`src/rtl/mux_scan_if.sv`:
```
// Handshake/data bundle between a scan controller and the 5-to-1 channel mux.
// master: the side that requests scans and supplies the mux output m.
// slave : the scan controller itself.
interface mux_scan_if;
  logic       start;
  logic       m_in;
  logic [2:0] sel;
  logic       busy;
  logic       done;
  logic [4:0] sample;

  modport master (
    output start,
    output m_in,
    input  sel,
    input  busy,
    input  done,
    input  sample
  );

  modport slave (
    input  start,
    input  m_in,
    output sel,
    output busy,
    output done,
    output sample
  );
endinterface

```
`src/rtl/mux_scan_ctrl.sv`:
```
// mux_scan_ctrl: steps the 5-to-1 mux select through channels 0..4, holding
// each for DWELL cycles and capturing the mux output m on the last dwell edge.
// A full frame is published on `sample` together with a one-cycle `done`.
// Optional feature macro: MUX_SCAN_CONT_EN -- when defined, a `start` held
// high at frame end restarts the scan back-to-back without passing through
// DONE/IDLE (busy stays high, done still pulses).
module mux_scan_ctrl #(
  parameter int DWELL = 4  // cycles per channel, legal 1..16
) (
  input  logic       clk,
  input  logic       rst_n,
  mux_scan_if.slave  bus
);

  localparam int            CW       = (DWELL > 1) ? $clog2(DWELL) : 1;
  localparam logic [CW-1:0] CNT_LAST = CW'(DWELL - 1);
  localparam logic [2:0]    SEL_LAST = 3'd4;

  typedef enum logic [1:0] {
    IDLE = 2'd0,
    SCAN = 2'd1,
    DONE = 2'd2
  } state_t;

  state_t        state_reg;
  logic [CW-1:0] cnt_reg;
  logic [2:0]    sel_reg;
  logic          busy_reg;
  logic          done_reg;
  logic [4:0]    shadow_reg;
  logic [4:0]    sample_reg;
  logic [4:0]    shadow_next;

  // Shadow word with the bit for the current channel replaced by m_in, so
  // the last channel's capture lands in `sample` on the same edge.
  genvar gi;
  generate
    for (gi = 0; gi < 5; gi++) begin : g_shadow
      assign shadow_next[gi] = (sel_reg == 3'(gi)) ? bus.m_in : shadow_reg[gi];
    end
  endgenerate

  // Frame sequencer: state, dwell counter, select, capture and all outputs.
  always_ff @(posedge clk or negedge rst_n) begin
    if (!rst_n) begin
      state_reg  <= IDLE;
      cnt_reg    <= '0;
      sel_reg    <= 3'd0;
      busy_reg   <= 1'b0;
      done_reg   <= 1'b0;
      shadow_reg <= 5'd0;
      sample_reg <= 5'd0;
    end else begin
      done_reg <= 1'b0;
      case (state_reg)
        IDLE: begin
          sel_reg  <= 3'd0;
          busy_reg <= 1'b0;
          if (bus.start) begin
            state_reg <= SCAN;
            cnt_reg   <= '0;
            busy_reg  <= 1'b1;
          end
        end
        SCAN: begin
          if (cnt_reg == CNT_LAST) begin
            shadow_reg <= shadow_next;
            cnt_reg    <= '0;
            if (sel_reg == SEL_LAST) begin
              sample_reg <= shadow_next;
              done_reg   <= 1'b1;
              sel_reg    <= 3'd0;
`ifdef MUX_SCAN_CONT_EN
              // Held start chains the next frame with no idle gap.
              if (!bus.start) begin
                state_reg <= DONE;
                busy_reg  <= 1'b0;
              end
`else
              state_reg <= DONE;
              busy_reg  <= 1'b0;
`endif
            end else begin
              sel_reg <= sel_reg + 3'd1;
            end
          end else begin
            cnt_reg <= cnt_reg + 1'b1;
          end
        end
        DONE: begin
          // start is deliberately not looked at here.
          state_reg <= IDLE;
          sel_reg   <= 3'd0;
          busy_reg  <= 1'b0;
        end
        default: begin
          state_reg <= IDLE;
          sel_reg   <= 3'd0;
          busy_reg  <= 1'b0;
        end
      endcase
    end
  end

  assign bus.sel    = sel_reg;
  assign bus.busy   = busy_reg;
  assign bus.done   = done_reg;
  assign bus.sample = sample_reg;

endmodule
```
`src/flat_wrapper.sv`:
```
// flat-port wrapper written by rule: the top's interface ports become plain ports
module mux_scan_ctrl_flat 
#(
  parameter int DWELL = 4                                    
)
  (clk, rst_n, bus_start, bus_m_in, bus_sel, bus_busy, bus_done, bus_sample);
  mux_scan_if bus_i ();
  input  logic clk;
  input  logic rst_n;
  input wire logic [$bits(bus_i.start)-1:0] bus_start;
  input wire logic [$bits(bus_i.m_in)-1:0] bus_m_in;
  output wire logic [$bits(bus_i.sel)-1:0] bus_sel;
  output wire logic [$bits(bus_i.busy)-1:0] bus_busy;
  output wire logic [$bits(bus_i.done)-1:0] bus_done;
  output wire logic [$bits(bus_i.sample)-1:0] bus_sample;
  assign bus_i.start = bus_start;
  assign bus_i.m_in = bus_m_in;
  assign bus_sel = bus_i.sel;
  assign bus_busy = bus_i.busy;
  assign bus_done = bus_i.done;
  assign bus_sample = bus_i.sample;
  mux_scan_ctrl #(.DWELL(DWELL)) u_core (.clk(clk), .rst_n(rst_n), .bus(bus_i));
endmodule
```
`config.mk`:
```
export PLATFORM = sky130hd
export DESIGN_NAME = mux_scan_ctrl_flat
export DESIGN_NICKNAME = d
export VERILOG_FILES = /design/src/rtl/mux_scan_if.sv /design/src/rtl/mux_scan_ctrl.sv /design/src/flat_wrapper.sv
export SDC_FILE = /design/constraint.sdc
export NUM_CORES = 1
export LEC_CHECK = 0
export ABC_AREA = 1
export ABC_CLOCK_PERIOD_IN_PS = 1400
export CORE_MARGIN = 2
export CORE_UTILIZATION = 28
export CTS_BUF_LIST = sky130_fd_sc_hd__clkbuf_2 sky130_fd_sc_hd__clkbuf_4 sky130_fd_sc_hd__clkbuf_8
export DETAILED_ROUTE_END_ITERATION = 10
export MAX_ROUTING_LAYER = met4
export PLACE_DENSITY_LB_ADDON = 0.08
export SYNTH_ARGS = -nofsm -noshare
export SYNTH_HDL_FRONTEND = slang
export SYNTH_SLANG_ARGS = --single-unit
export TNS_END_PERCENT = 30
```
`constraint.sdc`:
```
create_clock -name clk -period 1.4 [get_ports clk]
set_input_delay 0.14 -clock clk [delete_from_list [all_inputs] [get_ports clk]]
set_output_delay 0.14 -clock clk [all_outputs]
set_load 0.05 [all_outputs]
```
==> metrics.txt, run 1 <==
status=finished clean; first-pass GRT wire length=3310 µm; most common flop cell mapped by yosys=dfrtp_1; Clock Latency Late Sink=300 ps; post-route ant nets=0; Top Ports=14; Netlist cell types=17; Worst VDD drop=0.000769 V; Worst path slowest cell=dfrtp_2; Worst Tran Pin Value=265 ps; die width=61.0 µm; Vias/cell=4.27; post-CTS sizing=0; Final setup viols=0; register area share after synthesis=49.5%; WP depth=5; commonest non-fill, non-tap cells in the layout=nand2_1, dfrtp_1, buf_4; layout cell share with drive strength beyond 1=24.0%; total power draw=2870 µW; CTS Buffer Depth=2; Static Leak=0.000594 µW; crit end category=flop; worst path buffer plus inverter count=1; vias in the first global route=762; Layout area overhead=31.0%; Synth warnings=0; drt pass-1 iters=4; WP data required=1600 ps; Post-synth EDFFs=0; HPWL Detailed=1440 µm; # nets final=137; TritonCTS clock tree=built; Pins Over Slew Limit=0; Fin. Hold Viols=0; crit-path max FO=8; Rel. slew slack=82.1%; Std-Cell Rows=20; Worst Hold Class=in -> async; critical path launch point type=flop; Initial Util=29.6%; number of diodes=0; Num CTS Buffers=3; crit-path cells=inv_1, ha_2, nand3_4, o21ai_0, nand2_1; global placer's final weighted congestion=0.728; grt total ovfl=0; setup repair bufs after CTS=0; RSZ-0062 raised after global routing=false; hold_buf cts=0; CTS sink cnt=18; Post-Place Cells=165; htree depth=1; drt first-iter violations=15; Tmin final=1300 ps; Clock Pin Slew Worst Setup and Hold Paths=110 ps; total track usage=12.7%; via count=722; critical path class=reg -> reg; most common cell after layout, fill and taps aside=nand2_1; reg2reg path depth=5; skew final=5.82 ps; Mapped Cells=104; setup TNS=0 ps; Mapped Nets=115; drt wl/cell=11.3 µm; Fmax=0.767 GHz; core area=0.00308 mm²; Final Cycle Share=93.1%; initial antenna violation count=0; non-filler cells, final=169; max reg flops=5; port bufs=13; Syn Area/Cell=8.76 µm²; post-route cell area=0.00119 mm²; Max Cap Violations=0; fraction of registers with async set/reset=100%; CP max stage delay=430 ps; largest net degree at the start of global routing=19; Die ar.=0.00373 mm²; crit path DAT=1500 ps; power per cell area=2410 mW/mm²; root buf cell=clkbuf_4; Yosys reg bits=18; synthesized area=911 µm²; placed cell areas=0.00115 mm²; Top Family by Delay on Critical Path=flip-flops; drc violations=0; Post-Route WL=1910 µm; die height=61.0 µm
## cells in the mapped netlist, types with 2 or more instances
library cell  number  share of area (%)
nand2_1           46                 19
dfrtp_1           18                 49
o21ai_0            8                4.4
ha_1               7                9.6
inv_1              6                2.5
nand3_1            6                3.3
nand4_1            2                1.4
nor2_1             2               0.82
## per-stage QoR
step           hold slack, ps  util (%)  setup slack [ps]
6_report                  155      38.8              96.0
5_1_grt                   168      38.8              11.0
4_1_cts                   162      38.7              40.4
3_5_place_dp              469      37.5              56.0
3_3_place_gp              467      37.5              96.8
2_1_floorplan            -156         -              12.6
## path summary, 6_finish.rpt
| check | start | slack, ps | end |
|---|---|---|---|
| worst max register to register | u_core.bus.sel[0] | 100 | u_core.bus.sample[0] |
| worst min-delay path | rst_n | 150 | u_core.shadow_reg[2] |
| worst min register to register | u_core.shadow_reg[3] | 490 | u_core.shadow_reg[3] |
| min in group clk | bus_start | 450 | u_core.bus.busy |
| worst max-delay path | u_core.bus.sel[0] | 100 | u_core.bus.sample[0] |
| max in group asynchronous | rst_n | 1020 | u_core.bus.sel[2] |
## kinds of logic after synthesis
kind of cell | Yosys count | share of synthesized area (%)
AO/OA/AOI/OAI | 9 | 4.94
adder cells (fa/ha/maj) | 7 | 9.61
buffers and inverters | 7 | 2.88
flip-flops | 18 | 49.5
AND/OR/NAND/NOR | 63 | 33.1
## final cells by class
type / count / area, µm²
fillers: 332 / 1880
well taps: 44 / 55.1
clock buffers: 4 / 36.3
multi-input cells: 79 / 437
inverters: 7 / 26.3
repair buffers: 17 / 185
flip-flops and latches: 18 / 454
## where the power goes
part / internal, µW / switching (µW)
Sequential: 739 / 143
Combinational: 609 / 1050
Clock: 159 / 176
## per-layer routing
layer	up-vias	track usage, %	wire length (µm)	share of wire, %
li1	375	-	-	-
met2	11	19.9	852	45
met3	2	2.94	85	4.4
met4	0	6.52	14	0.73
met5	-	-	0	0
met1	334	15.3	961	50
Note: power is estimated with default switching activity, not from simulation.
==> inputs of run 2 (changes only) <==
Settings changed: CAP_MARGIN from default to 30.
==> results of run 2 <==
The final DEF is identical to that of run 1; final timing and power are the same.
==> inputs of run 3 (changes only) <==
Settings changed: ABC_AREA 1 to default, GPL_ROUTABILITY_DRIVEN from default to 0.
==> run 3 against run 2 <==
  * The flow now finishes with violations (negative setup slack)
  * Die area up 1.5%
  * First-iteration DRC count grew 60%
  * Register-to-register slack worse by 180 ps
  * Global-route usage shrank 1.0 points
  * Clock skew down 4.6 ps
  * Utilization up 6.4 points
  * Fmax down 12%
  * Largest power group unchanged
==> metrics.txt, run 3 <==
status=complete, but fails checks; failing checks=negative setup slack; Mapped Cells=75; Yosys reg bits=18; Clock Power Share=9.8%; Pins Over Slew Limit=0; die width=61.5 µm; largest net degree at the start of global routing=19; RSZ-0062 raised after global routing=true; Layout area overhead=51.4%; switching power total=1270 µW; max reg flops=5; Synth warnings=0; crit-path cells=inv_2, ha_4, nor2b_4, mux2_4, mux2_2; Commonest cells post-synth=dfrtp_1, mux2_2, ha_1; Worst Tran Pin Value=258 ps; via count=662; die height=61.5 µm; CP max stage delay=450 ps; Clock Latency Late Sink=290 ps; Worst VDD drop=0.000802 V; core area=0.00310 mm²; Num CTS Buffers=3; Pint=1990 µW; critical path class=reg -> reg; Final Cycle Share=106%; most common cell after layout, fill and taps aside=buf_4; cell with the most instances after synthesis=dfrtp_1; port bufs=13; first-pass GRT wire length=3130 µm; Worst Hold Class=in -> async; Vias/cell=4.27; Std-Cell Rows=20; Post-Place Cells=150; drt pass-1 iters=4; fraction of registers with async set/reset=100%; Switching Fraction=39.0%; Worst path slowest cell=dfrtp_2; top cells by area, synth=dfrtp_1, mux2_2, ha_1; drt wl/cell=11.7 µm; Fin. Hold Viols=0; Die ar.=0.00378 mm²; critical path launch point type=flop; post-route cell area=0.00140 mm²; Final setup viols=8; crit-path max FO=5; Reg2Reg Setup Slack=-90 ps; skew final=1.27 ps; Tmin final=1490 ps; crit end category=flop; Post-synth EDFFs=0; CTS Buffer Depth=2; root buf cell=clkbuf_4; HPWL Detailed=1420 µm; placed cell areas=0.00133 mm²; drc violations=0; Clock Pin Slew Worst Setup and Hold Paths=110 ps; Static Leak=0.000629 µW; cell taking the most area after synthesis=dfrtp_1; Max Cap Violations=0; htree depth=1; non-filler cells, final=155; most common flop cell mapped by yosys=dfrtp_1; commonest non-fill, non-tap cells in the layout=buf_4, dfrtp_1, mux2_2, buf_12, nor2_1; final critical-path setup slack=-85.9 ps; Initial Util=29.8%; Post-Route WL=1820 µm; initial antenna violation count=0; Seq pwr share=28.1%; Synth top area share=48.6%; register area share after synthesis=48.6%; CTS sink cnt=18; grt total ovfl=0; layout cell share with drive strength beyond 1=56.8%; Fin Hold WS=171 ps; Syn Area/Cell=12.3 µm²; WP data required=1580 ps; Comb pwr share=62.1%; FILL cells=322; TritonCTS clock tree=built; vias in the first global route=712; Netlist cell types=21; # nets final=123; crit path DAT=1670 ps; Mapped Nets=86; post-route ant nets=0; power per cell area=2330 mW/mm²; Top Ports=14; Rel. slew slack=82.8%; drt first-iter violations=24; synthesized area=926 µm²; Fmax=0.673 GHz; total track usage=11.7%; number of diodes=0
run 3: repair_timing:
item,CTS,global route
buffers inserted,1,0
endpoints found under the setup margin,9,9
hold buffers,0,0
pin swaps,3,0
resized for setup,7,1
run 3: final cells by class:
type                            instances  area [µm²]  area share [%]
Clock buffer                            4        36.3            2.59
Inverter                                3        11.3           0.804
Multi-Input combinational cell         52         499            35.6
Sequential cell                        18         454            32.4
Tap cell                               44        55.1            3.93
Timing Repair Buffer                   34         345            24.6
run 3: worst paths after layout:
path | start | depth (start not counted) | end
min in group clk | bus_start | 3 | u_core.bus.busy
hold / removal | rst_n | 2 | u_core.cnt_reg[0]
hold reg to reg | u_core.bus.sample[0] | 1 | u_core.bus.sample[0]
max in group asynchronous | rst_n | 2 | u_core.bus.sel[2]
setup reg to reg | u_core.bus.sel[1] | 5 | u_core.bus.sample[0]
setup / recovery | u_core.bus.sel[1] | 5 | u_core.bus.sample[0]
run 3: per-stage QoR:
stage | worst slack [ps] | setup TNS [ps] | power (µW) | util [%]
finish | -85.9 | -361 | 3260 | 45.2
global route | -138 | -953 | 3490 | 45.2
CTS | -97.3 | -472 | 3320 | 45.1
detailed placement | -120 | -591 | 2890 | 42.7
global placement | -75.3 | -418 | 2850 | 42.7
floorplan | -199 | -1150 | 2040 | -
run 3: critical path, delay by kind of cell (launching register included):
family                   cells  cell delay [ps]
multiplexers                 2              540
flip-flops                   1              450
adder cells (fa/ha/maj)      1              150
AND/OR/NAND/NOR              1              150
buffers and inverters        1               90
run 3: metal layers:
metal  wire [µm]  GRT usage (%)
met1         848           14.0
met2         915           19.1
met3          32           2.52
met4          18           4.56
met5           0              -
run 3: power by group through the flow:
| stage | Combinational [µW] | Clock [µW] | Sequential [µW] |
|---|---|---|---|
| 2_1_floorplan | 778 | 0 | 1260 |
| 3_3_place_gp | 1930 | 0 | 919 |
| 3_5_place_dp | 1960 | 0 | 929 |
| 4_1_cts | 2060 | 338 | 920 |
| 5_1_grt | 2180 | 361 | 949 |
| 6_report | 2030 | 320 | 917 |
run 3: kinds of logic after synthesis:
| logic type | Yosys count | share of synthesized area [%] |
|---|---|---|
| flops | 18 | 48.6 |
| simple gates | 22 | 15.3 |
| compound gates | 8 | 5.68 |
| mux | 15 | 18.0 |
| fa+ha+maj | 7 | 9.46 |
| buf+inv | 5 | 2.97 |
